`config.mk`:
```
export PLATFORM = sky130hd
export DESIGN_NAME = isa_tx_framer
export DESIGN_NICKNAME = d
export VERILOG_FILES = /design/src/rtl/isa_link_pkg.sv /design/src/rtl/isa_word_fifo.sv /design/src/rtl/isa_tx_framer.sv
export SDC_FILE = /design/constraint.sdc
export NUM_CORES = 1
export LEC_CHECK = 0
export ABC_AREA = 1
export ABC_CLOCK_PERIOD_IN_PS = 4700
export CAP_MARGIN = 20
export CORE_MARGIN = 5
export CORE_UTILIZATION = 38
export CTS_CLUSTER_SIZE = 10
export DETAILED_ROUTE_END_ITERATION = 10
export PLACE_DENSITY = 0.59
export SYNTH_ARGS = -nofsm -noshare
export SYNTH_HDL_FRONTEND = slang
export SYNTH_SLANG_ARGS = --single-unit
```
`constraint.sdc`:
```
create_clock -name I_clk -period 4.7 [get_ports I_clk]
set_input_delay 1.175 -clock I_clk [delete_from_list [all_inputs] [get_ports I_clk]]
set_output_delay 1.175 -clock I_clk [all_outputs]
set_load 0.05 [all_outputs]
```
`src/rtl/isa_link_pkg.sv`:
```
// Shared definitions for the ISA link transmit path: framer states and frame constants.
package isa_link_pkg;

    localparam int unsigned WORD_W            = 64;
    localparam int unsigned FRAME_BYTES       = 10;
    localparam logic [7:0]  SYNC_BYTE_DEFAULT = 8'hA5;

    typedef enum logic [1:0] {IDLE, HDR, DATA, CSUM} tx_state_e;

endpackage

```
`src/rtl/isa_word_fifo.sv`:
```
// Single-clock word FIFO with registered occupancy; full/empty derive from the level register.
module isa_word_fifo
    import isa_link_pkg::*;
#(
    parameter int unsigned DEPTH = 4
) (
    input  logic                     clk,
    input  logic                     rst,
    input  logic                     push,
    input  logic [WORD_W-1:0]        wdata,
    input  logic                     pop,
    output logic [WORD_W-1:0]        rdata,
    output logic                     full,
    output logic                     empty,
    output logic [$clog2(DEPTH):0]   level
);

    localparam int unsigned AW = $clog2(DEPTH);
    localparam int unsigned LW = AW + 1;

    logic [AW-1:0]     wptr;
    logic [AW-1:0]     rptr;
    logic [WORD_W-1:0] mem [DEPTH];
    logic              do_push;
    logic              do_pop;

    assign full    = (level == LW'(DEPTH));
    assign empty   = (level == '0);
    // A push at full is refused even when a pop happens on the same edge.
    assign do_push = push && !full;
    assign do_pop  = pop && !empty;
    assign rdata   = mem[rptr];

    always_ff @(posedge clk or posedge rst) begin
        if (rst) begin
            wptr  <= '0;
            rptr  <= '0;
            level <= '0;
        end else begin
            if (do_push) wptr <= wptr + 1'b1;
            if (do_pop)  rptr <= rptr + 1'b1;
            case ({do_push, do_pop})
                2'b10:   level <= level + 1'b1;
                2'b01:   level <= level - 1'b1;
                default: level <= level;
            endcase
        end
    end

    always_ff @(posedge clk) begin
        if (do_push) mem[wptr] <= wdata;
    end

endmodule

```
`src/rtl/isa_tx_framer.sv`:
```
// Serialises buffered {addr,data} words into 10-byte frames: sync, 8 data bytes MSB first, XOR.
module isa_tx_framer
    import isa_link_pkg::*;
#(
    parameter int unsigned DEPTH     = 4,
    parameter logic [7:0]  SYNC_BYTE = SYNC_BYTE_DEFAULT
) (
    input  logic                     I_clk,
    input  logic                     I_rst,
    input  logic [WORD_W-1:0]        I_tx_data,
    input  logic                     I_tx_en,
    output logic                     O_tx_ready,
    output logic [7:0]               O_byte,
    output logic                     O_byte_valid,
    input  logic                     I_byte_ready,
    output logic                     O_frame_start,
    input  logic                     I_ovf_clr,
    output logic                     O_overflow,
    output logic [$clog2(DEPTH):0]   O_level
);

    localparam logic [2:0] LAST_DATA = 3'(FRAME_BYTES - 3);

    tx_state_e         state;
    logic [WORD_W-1:0] shift;
    logic [WORD_W-1:0] fifo_rdata;
    logic [7:0]        csum;
    logic [2:0]        cnt;
    logic              fifo_full;
    logic              fifo_empty;
    logic              pop;

    isa_word_fifo #(
        .DEPTH (DEPTH)
    ) u_fifo (
        .clk   (I_clk),
        .rst   (I_rst),
        .push  (I_tx_en),
        .wdata (I_tx_data),
        .pop   (pop),
        .rdata (fifo_rdata),
        .full  (fifo_full),
        .empty (fifo_empty),
        .level (O_level)
    );

    assign O_tx_ready = !fifo_full;
    assign pop        = (state == IDLE) && !fifo_empty;

    // Setting beats clearing so a drop in the clear cycle is never lost.
    always_ff @(posedge I_clk or posedge I_rst) begin
        if (I_rst) begin
            O_overflow <= 1'b0;
        end else if (I_tx_en && !O_tx_ready) begin
            O_overflow <= 1'b1;
        end else if (I_ovf_clr) begin
            O_overflow <= 1'b0;
        end
    end

    always_ff @(posedge I_clk or posedge I_rst) begin
        if (I_rst) begin
            state         <= IDLE;
            shift         <= '0;
            csum          <= '0;
            cnt           <= '0;
            O_byte        <= '0;
            O_byte_valid  <= 1'b0;
            O_frame_start <= 1'b0;
        end else begin
            case (state)
                IDLE: begin
                    if (pop) begin
                        shift <= fifo_rdata;
                        csum  <= '0;
                        state <= HDR;
                    end
                end
                HDR: begin
                    // First HDR cycle loads the registered header outputs.
                    if (!O_byte_valid) begin
                        O_byte        <= SYNC_BYTE;
                        O_byte_valid  <= 1'b1;
                        O_frame_start <= 1'b1;
                    end else if (I_byte_ready) begin
                        O_byte        <= shift[WORD_W-1 -: 8];
                        shift         <= {shift[WORD_W-9:0], 8'h00};
                        O_frame_start <= 1'b0;
                        cnt           <= '0;
                        state         <= DATA;
                    end
                end
                DATA: begin
                    if (I_byte_ready) begin
                        csum <= csum ^ O_byte;
                        if (cnt == LAST_DATA) begin
                            O_byte <= csum ^ O_byte;
                            state  <= CSUM;
                        end else begin
                            O_byte <= shift[WORD_W-1 -: 8];
                            shift  <= {shift[WORD_W-9:0], 8'h00};
                            cnt    <= cnt + 1'b1;
                        end
                    end
                end
                CSUM: begin
                    if (I_byte_ready) begin
                        O_byte       <= '0;
                        O_byte_valid <= 1'b0;
                        state        <= IDLE;
                    end
                end
                default: state <= IDLE;
            endcase
        end
    end

endmodule

```
Yosys cells after proc, flatten, opt, wreduce, memory -nomap -nowiden
Memories as Yosys holds them, arrays and structs flattened.
Index checks and enable logic that the tools add are counted.
{ "totals": {"input_bits": 69, "latchBits": 0, "mem_bits_rw": 256, "register_bits": 95, "n_memories": 1, "mem_bits_ro": 0} }
{ "mem_list": {"columns": ["memory", "depth", "width", "read_ports", "rd_clocked_by_memory_dff", "write_ports", "line_no", "rtl"], "rows": [
  ["u_fifo.mem", 4, 64, 1, 0, 1, "isa_word_fifo.sv:23", "logic [WORD_W-1:0] mem [DEPTH];"]
]} }
{ "op_classes": {"n_shift": 0, "order_cmp": 0, "n_mux": 35, "n_eq_ne": 16, "n_reduce_logical": 22, "multipliers": 0, "n_bitwise": 1, "add_sub_neg": 5, "n_div": 0} }
{ "op_table": {"columns": ["op", "n"], "rows": [
  ["2-to-1 mux 64 bit", 5],
  ["one-hot mux 64 bit (3 select lines)", 1],
  ["2-to-1 mux 8 bit", 7],
  ["one-hot mux 8 bit (3 select lines)", 1],
  ["one-hot mux 8 bit (2 select lines)", 1],
  ["2-to-1 mux 2 bit", 6],
  ["2-to-1 mux 3 bit", 4],
  ["!= test 2 bit, second input constant", 6],
  ["one-hot mux 3 bit (2 select lines)", 2],
  ["AND reduction 6 bit", 2],
  ["nonzero test 2 bit", 5],
  ["one-hot mux 2 bit (4 select lines)", 1],
  ["XOR 8 bit", 1],
  ["adder 3 x 1 -> 3 bit, second input constant", 2],
  ["== test 2 bit, second input constant", 3],
  ["== test 3 bit, second input constant", 2],
  ["2-to-1 mux 1 bit", 6],
  ["nonzero test 3 bit", 2],
  ["AND reduction 5 bit", 1],
  ["adder 2 x 1 -> 2 bit, second input constant", 2],
  ["== test 2 x 1 -> 1 bit, second input constant", 2],
  ["logical AND 1 bit", 4],
  ["!= test 2 x 1 -> 1 bit, second input constant", 2],
  ["AND reduction 2 bit", 2],
  ["other kinds (8)", 9]
]} }

Longest topological paths before layout
{ "depth": {"ltp_word": 6, "mapped_depth": 10, "mapped_depth_nobuf": 10} }

Cells and area by module
From an unflattened synthesis, not the netlist that was laid out.
{ "hier_totals": {"hier_cells": 1377, "area_unflattened_um2": 15426.0} }
{ "by_module_without_submodules": {"columns": ["module", "cells_per_inst", "instances", "area_each_um2", "seq_area_each_um2"], "rows": [
  ["isa_word_fifo", 809, 1, 10665.2, 7862.5],
  ["isa_tx_framer", 568, 1, 4760.8, 2202.1]
]} }

Least setup slack after synthesis
OpenSTA, ideal clock, no wires.
{ "synth_path": {"path_kind": "register to register", "start": "register u_fifo.level[0]", "end": "memory u_fifo.mem[0][0] (enable)", "setup_ns": 0.487, "required_ns": 4.213, "arrival_ns": 4.348, "stages_incl_launch_ff": 5, "period_less_slack_ns": 4.835, "path_slack_ns": -0.135, "cell_sequence": "dfrtp_1 inv_1 nand3_1 nand2_1 nor2_1"} }
{ "synth_via": {"elab_chain_len": 5} }
{ "synth_lines": {"columns": ["item", "line_no", "rtl"], "rows": [
  ["from (decl)", "isa_word_fifo.sv:15", "output logic [$clog2(DEPTH):0] level"],
  ["from (signal assigned)", "isa_word_fifo.sv:43", "2'b10: level <= level + 1'b1;"],
  ["from (signal assigned)", "isa_word_fifo.sv:44", "2'b01: level <= level - 1'b1;"],
  ["from (signal assigned)", "isa_word_fifo.sv:45", "default: level <= level;"],
  ["== test 3 bit", "isa_word_fifo.sv:27", "assign full = (level == LW'(DEPTH));"],
  ["zero test 1 bit", null, null],
  ["net O_tx_ready", "isa_tx_framer.sv:12", "output logic O_tx_ready,"],
  ["logical AND 1 bit", "isa_word_fifo.sv:30", "assign do_push = push && !full;"],
  ["2-to-1 mux 1 bit", "isa_word_fifo.sv:51", "if (do_push) mem[wptr] <= wdata;"],
  ["2-to-1 mux 1 bit (implied by the code)", "isa_word_fifo.sv:51", null],
  ["to (decl)", "isa_word_fifo.sv:23", null]
]} }
The timed path passes the listed nets, and every way through them passes these cells.

Worst setup path after layout
{ "layout_path": {"start": "register u_fifo.level[0]", "end": "output port O_tx_ready"} }
{ "layout_via": {"elab_chain_len": 2} }
{ "layout_lines": {"columns": ["item", "line_no", "rtl"], "rows": [
  ["== test 3 bit", "isa_word_fifo.sv:27", null],
  ["zero test 1 bit", "isa_tx_framer.sv:47", "assign O_tx_ready = !fifo_full;"],
  ["to (decl)", "isa_tx_framer.sv:12", null]
]} }
No other way between the ends.

==> flow_summary.json <==
{
  "number_of_placed_i_o_pins": 84,
  "wl_per_cell_um": 16.7,
  "finalSetupTns_ns": 0,
  "synth.cell_area_mm2": 0.0145,
  "clock_power_share_pct": 23.8,
  "drive_above_1_share_pct": 5.47,
  "r2r_setup_slack_ns": 1.90,
  "tritoncts": "yes",
  "number_of_enable_flip_flop_cells_after_synthesis": 256,
  "min_delay_worst_endpoint": "shift[29]",
  "route.final.wire_length_um": 33300,
  "gr_util_all_layers_pct": 16.2,
  "initial_utilization_pct": 38.4,
  "clockRootBuffer": "sky130_fd_sc_hd__clkbuf_16",
  "fmax_mhz": 318,
  "detailed_place.area_mm2": 0.0158,
  "detailedPlacementHpwl_um": 18000,
  "fp.dieW_um": 205,
  "vdd_ir_max_mv": 0.577,
  "worst_r2r_path_depth": 8,
  "min-delay-start": "shift[29]",
  "finalHoldViolCount": 0,
  "antenna_found_initial": 2,
  "synthesis.yosys.warnings": 0,
  "startpoint_type": "register",
  "cp.arrival_ns": 1.97,
  "synth_top_cell_by_area": "sky130_fd_sc_hd__edfxtp_1",
  "post-cts-setup-buffer-count": 0,
  "crit_path_max_incr_delay_ns": 0.82,
  "p_comb_share_pct": 38.9,
  "switching_share_pct": 40.6,
  "post_layout_inst_area_mm2": 0.0171,
  "die_y_extent_um": 205,
  "syn_inst": 1374,
  "intPower_mw": 7.36,
  "rsz0062_at_grt": "no",
  "crit-reg2reg-capture": "shift[43]",
  "layout-area-overhead-vs-synth_pct": 18.3,
  "drv_slew": 0,
  "htree_levels": 2,
  "critical-path-slowest-cell": "sky130_fd_sc_hd__clkdlybuf4s50_1",
  "worst_r2r_startpoint": "u_fifo.rptr[0]",
  "cts_max_path_buffers": 3,
  "layout_min_cycle_time_ns": 3.15,
  "largest_net_degree_at_the_start_of_global_routing": 98,
  "synth-seq-area-share_pct": 69.6,
  "highest_net_fanout_along_the_worst_path": 4,
  "critical_path_class": "register to primary output",
  "number_of_sinks_on_the_clock_net": 351,
  "grt_remaining_overflow": 0,
  "n_antenna_cell": 0,
  "drt-vias-per-instance": 4.84,
  "placementRows": 71,
  "ant_nets": 0,
  "worst_skew_pair.late_latency_ns": 0.56,
  "worst_ep_required_time_ns": 3.52,
  "leakage_nw": 7.03,
  "synthesis.nets": 1457,
  "setup_viol": 0,
  "crit_path_start": "u_fifo.level[0]",
  "run_status": "finished, final reports clean",
  "postSynth.topFlopCell": "sky130_fd_sc_hd__edfxtp_1",
  "synth_common_cells": "sky130_fd_sc_hd__nand2_1, sky130_fd_sc_hd__edfxtp_1, sky130_fd_sc_hd__nand3_1",
  "finish.net_count": 1531,
  "numPlacedInstances": 1914,
  "postSynthRegisterBits": 351,
  "whs_path_depth": 2,
  "syn_avg_cell_area_um2": 10.5,
  "slew_headroom_pct": 23.9,
  "globalplace.congestion": 0.770,
  "power.sequential.fraction_pct": 37.4,
  "die_area_mm2": 0.0421,
  "route.vias.total": 9648,
  "worst_setup_hold_path_clk_slew_ns": 0.05,
  "post-synth-top-area-fraction_pct": 53.1,
  "initialDrtViolationCount": 621,
  "first_pass_iters": 5,
  "switching_power_mw": 5.04,
  "floorplan.core_area_mm2": 0.0377,
  "synth_cell_types": 27,
  "class_of_the_tightest_hold_or_removal_check": "register to register",
  "worstPathCellList": "inv_1 -> nand3_1 -> clkdlybuf4s50_1",
  "grt_pass1_wl_um": 53800,
  "cells_taking_the_most_area_after_synthesis": "sky130_fd_sc_hd__edfxtp_1, sky130_fd_sc_hd__nand2_1, sky130_fd_sc_hd__dfrtp_1, sky130_fd_sc_hd__nand3_1, sky130_fd_sc_hd__buf_2",
  "worst_clk_skew_ns": 0.0270,
  "timing.critical_path.to_type": "primary output",
  "drc": 0,
  "post-route-util_pct": 45.4,
  "cts_made_buffers": 42,
  "fin_crit_sh_pct": 67.0,
  "p_per_area_mw_per_mm2": 725,
  "post_cts_resized": 0,
  "finalNonFillerCells": 1993,
  "port_buffers": 83,
  "cap_viol_max_count": 0,
  "fin_hold_ws_ns": 0.475,
  "post_cts_hold_buffer_count": 0,
  "timing_worst_slew_pin_value_ns": 1.14,
  "first_global_vias": 9683,
  "yosysMostFrequentCell": "sky130_fd_sc_hd__nand2_1",
  "async_reset_ff_share_pct": 27.1
}
critical path: cells and delay by family (launching register included):
kind	cells	cell delay [ns]
DFF	1	0.38
and+or+nand+nor	1	0.14
buffers and inverters	2	0.93
power by group through the flow:
stage | Combinational (mW) | Clock [mW] | Sequential (mW)
5_1_grt | 5.51 | 3.17 | 4.71
4_1_cts | 4.93 | 3.03 | 4.63
3_3_place_gp | 4.84 | 0 | 4.67
6_report | 4.82 | 2.95 | 4.63
2_1_floorplan | 3.32 | 0 | 4.74
3_5_place_dp | 4.90 | 0 | 4.68
state kept, by name, indices dropped and copies added (netlist names):
name	flops
O_frame_start	1
u_fifo.wptr	2
O_byte_valid	1
u_fifo.rptr	2
cnt	3
u_fifo.level	3
O_byte	8
O_overflow	1
csum	8
u_fifo.mem	256
shift	64
state	2
cells in the final DEF, fill, tap and decap left out, types with 2 or more instances in the layout:
cell type                         synthesis  routed
sky130_fd_sc_hd__o21ai_0                 19      19
sky130_fd_sc_hd__inv_2                    3       3
sky130_fd_sc_hd__clkbuf_1                11      29
sky130_fd_sc_hd__xor2_1                  11      11
sky130_fd_sc_hd__clkinv_2                 0       3
sky130_fd_sc_hd__dfrtp_1                 95      93
sky130_fd_sc_hd__nor2_4                   1       5
sky130_fd_sc_hd__clkdlybuf4s50_1          0      83
sky130_fd_sc_hd__ha_1                    13      12
sky130_fd_sc_hd__nor2_1                  23      19
sky130_fd_sc_hd__a21oi_1                 11      11
sky130_fd_sc_hd__o22ai_1                  2       2
sky130_fd_sc_hd__buf_4                    1      11
sky130_fd_sc_hd__edfxtp_1               256     256
sky130_fd_sc_hd__nand2_1                647     647
sky130_fd_sc_hd__nand3_1                190     190
sky130_fd_sc_hd__clkbuf_16                0      43
sky130_fd_sc_hd__or2_2                    2       2
sky130_fd_sc_hd__buf_12                   0       4
sky130_fd_sc_hd__inv_1                   23      21
how the worst max path moves through the flow:
stage / to
2_1_floorplan: u_fifo.mem[0][0]
3_3_place_gp: u_fifo.level[2]
3_5_place_dp: u_fifo.level[2]
4_1_cts: O_tx_ready
5_1_grt: O_tx_ready
6_report: O_tx_ready
metrics by stage:
step,power [mW],setup slack (ns)
5_1_grt,13.4,1.43
2_1_floorplan,8.07,-0.135
3_3_place_gp,9.51,1.33
6_report,12.4,1.55
3_5_place_dp,9.58,1.37
4_1_cts,12.6,1.51
kinds of logic (layout without fill, tap and decap cells):
family | after synthesis | in the layout | synth area share, %
buffers and inverters | 95 | 203 | 2.85
xor gates and xnor gates | 12 | 12 | 0.727
adders and majority gates | 14 | 14 | 1.26
DFF | 351 | 351 | 69.6
and+or+nand+nor | 868 | 868 | 24.4
AOI/OAI and AO/OA | 34 | 34 | 1.21
layer usage:
metal  up-vias  GRT usage [%]  routed length, um
li1       4726              -                  -
met3        53           3.06               1840
met5         -              0                 18
met4         4           5.02                657
met1      4645           22.2              15100
met2       220           26.4              15800
layout make-up:
cell class	instances	area, um^2
Clock buffer	72	1180
Clock inverter	6	68.8
Fill cell	3522	20600
Inverter	26	101
Multi-Input combinational cell	928	4020
Sequential cell	351	10100
Tap cell	511	639
Timing Repair Buffer	99	1020
(Power assumes the default switching activity.)
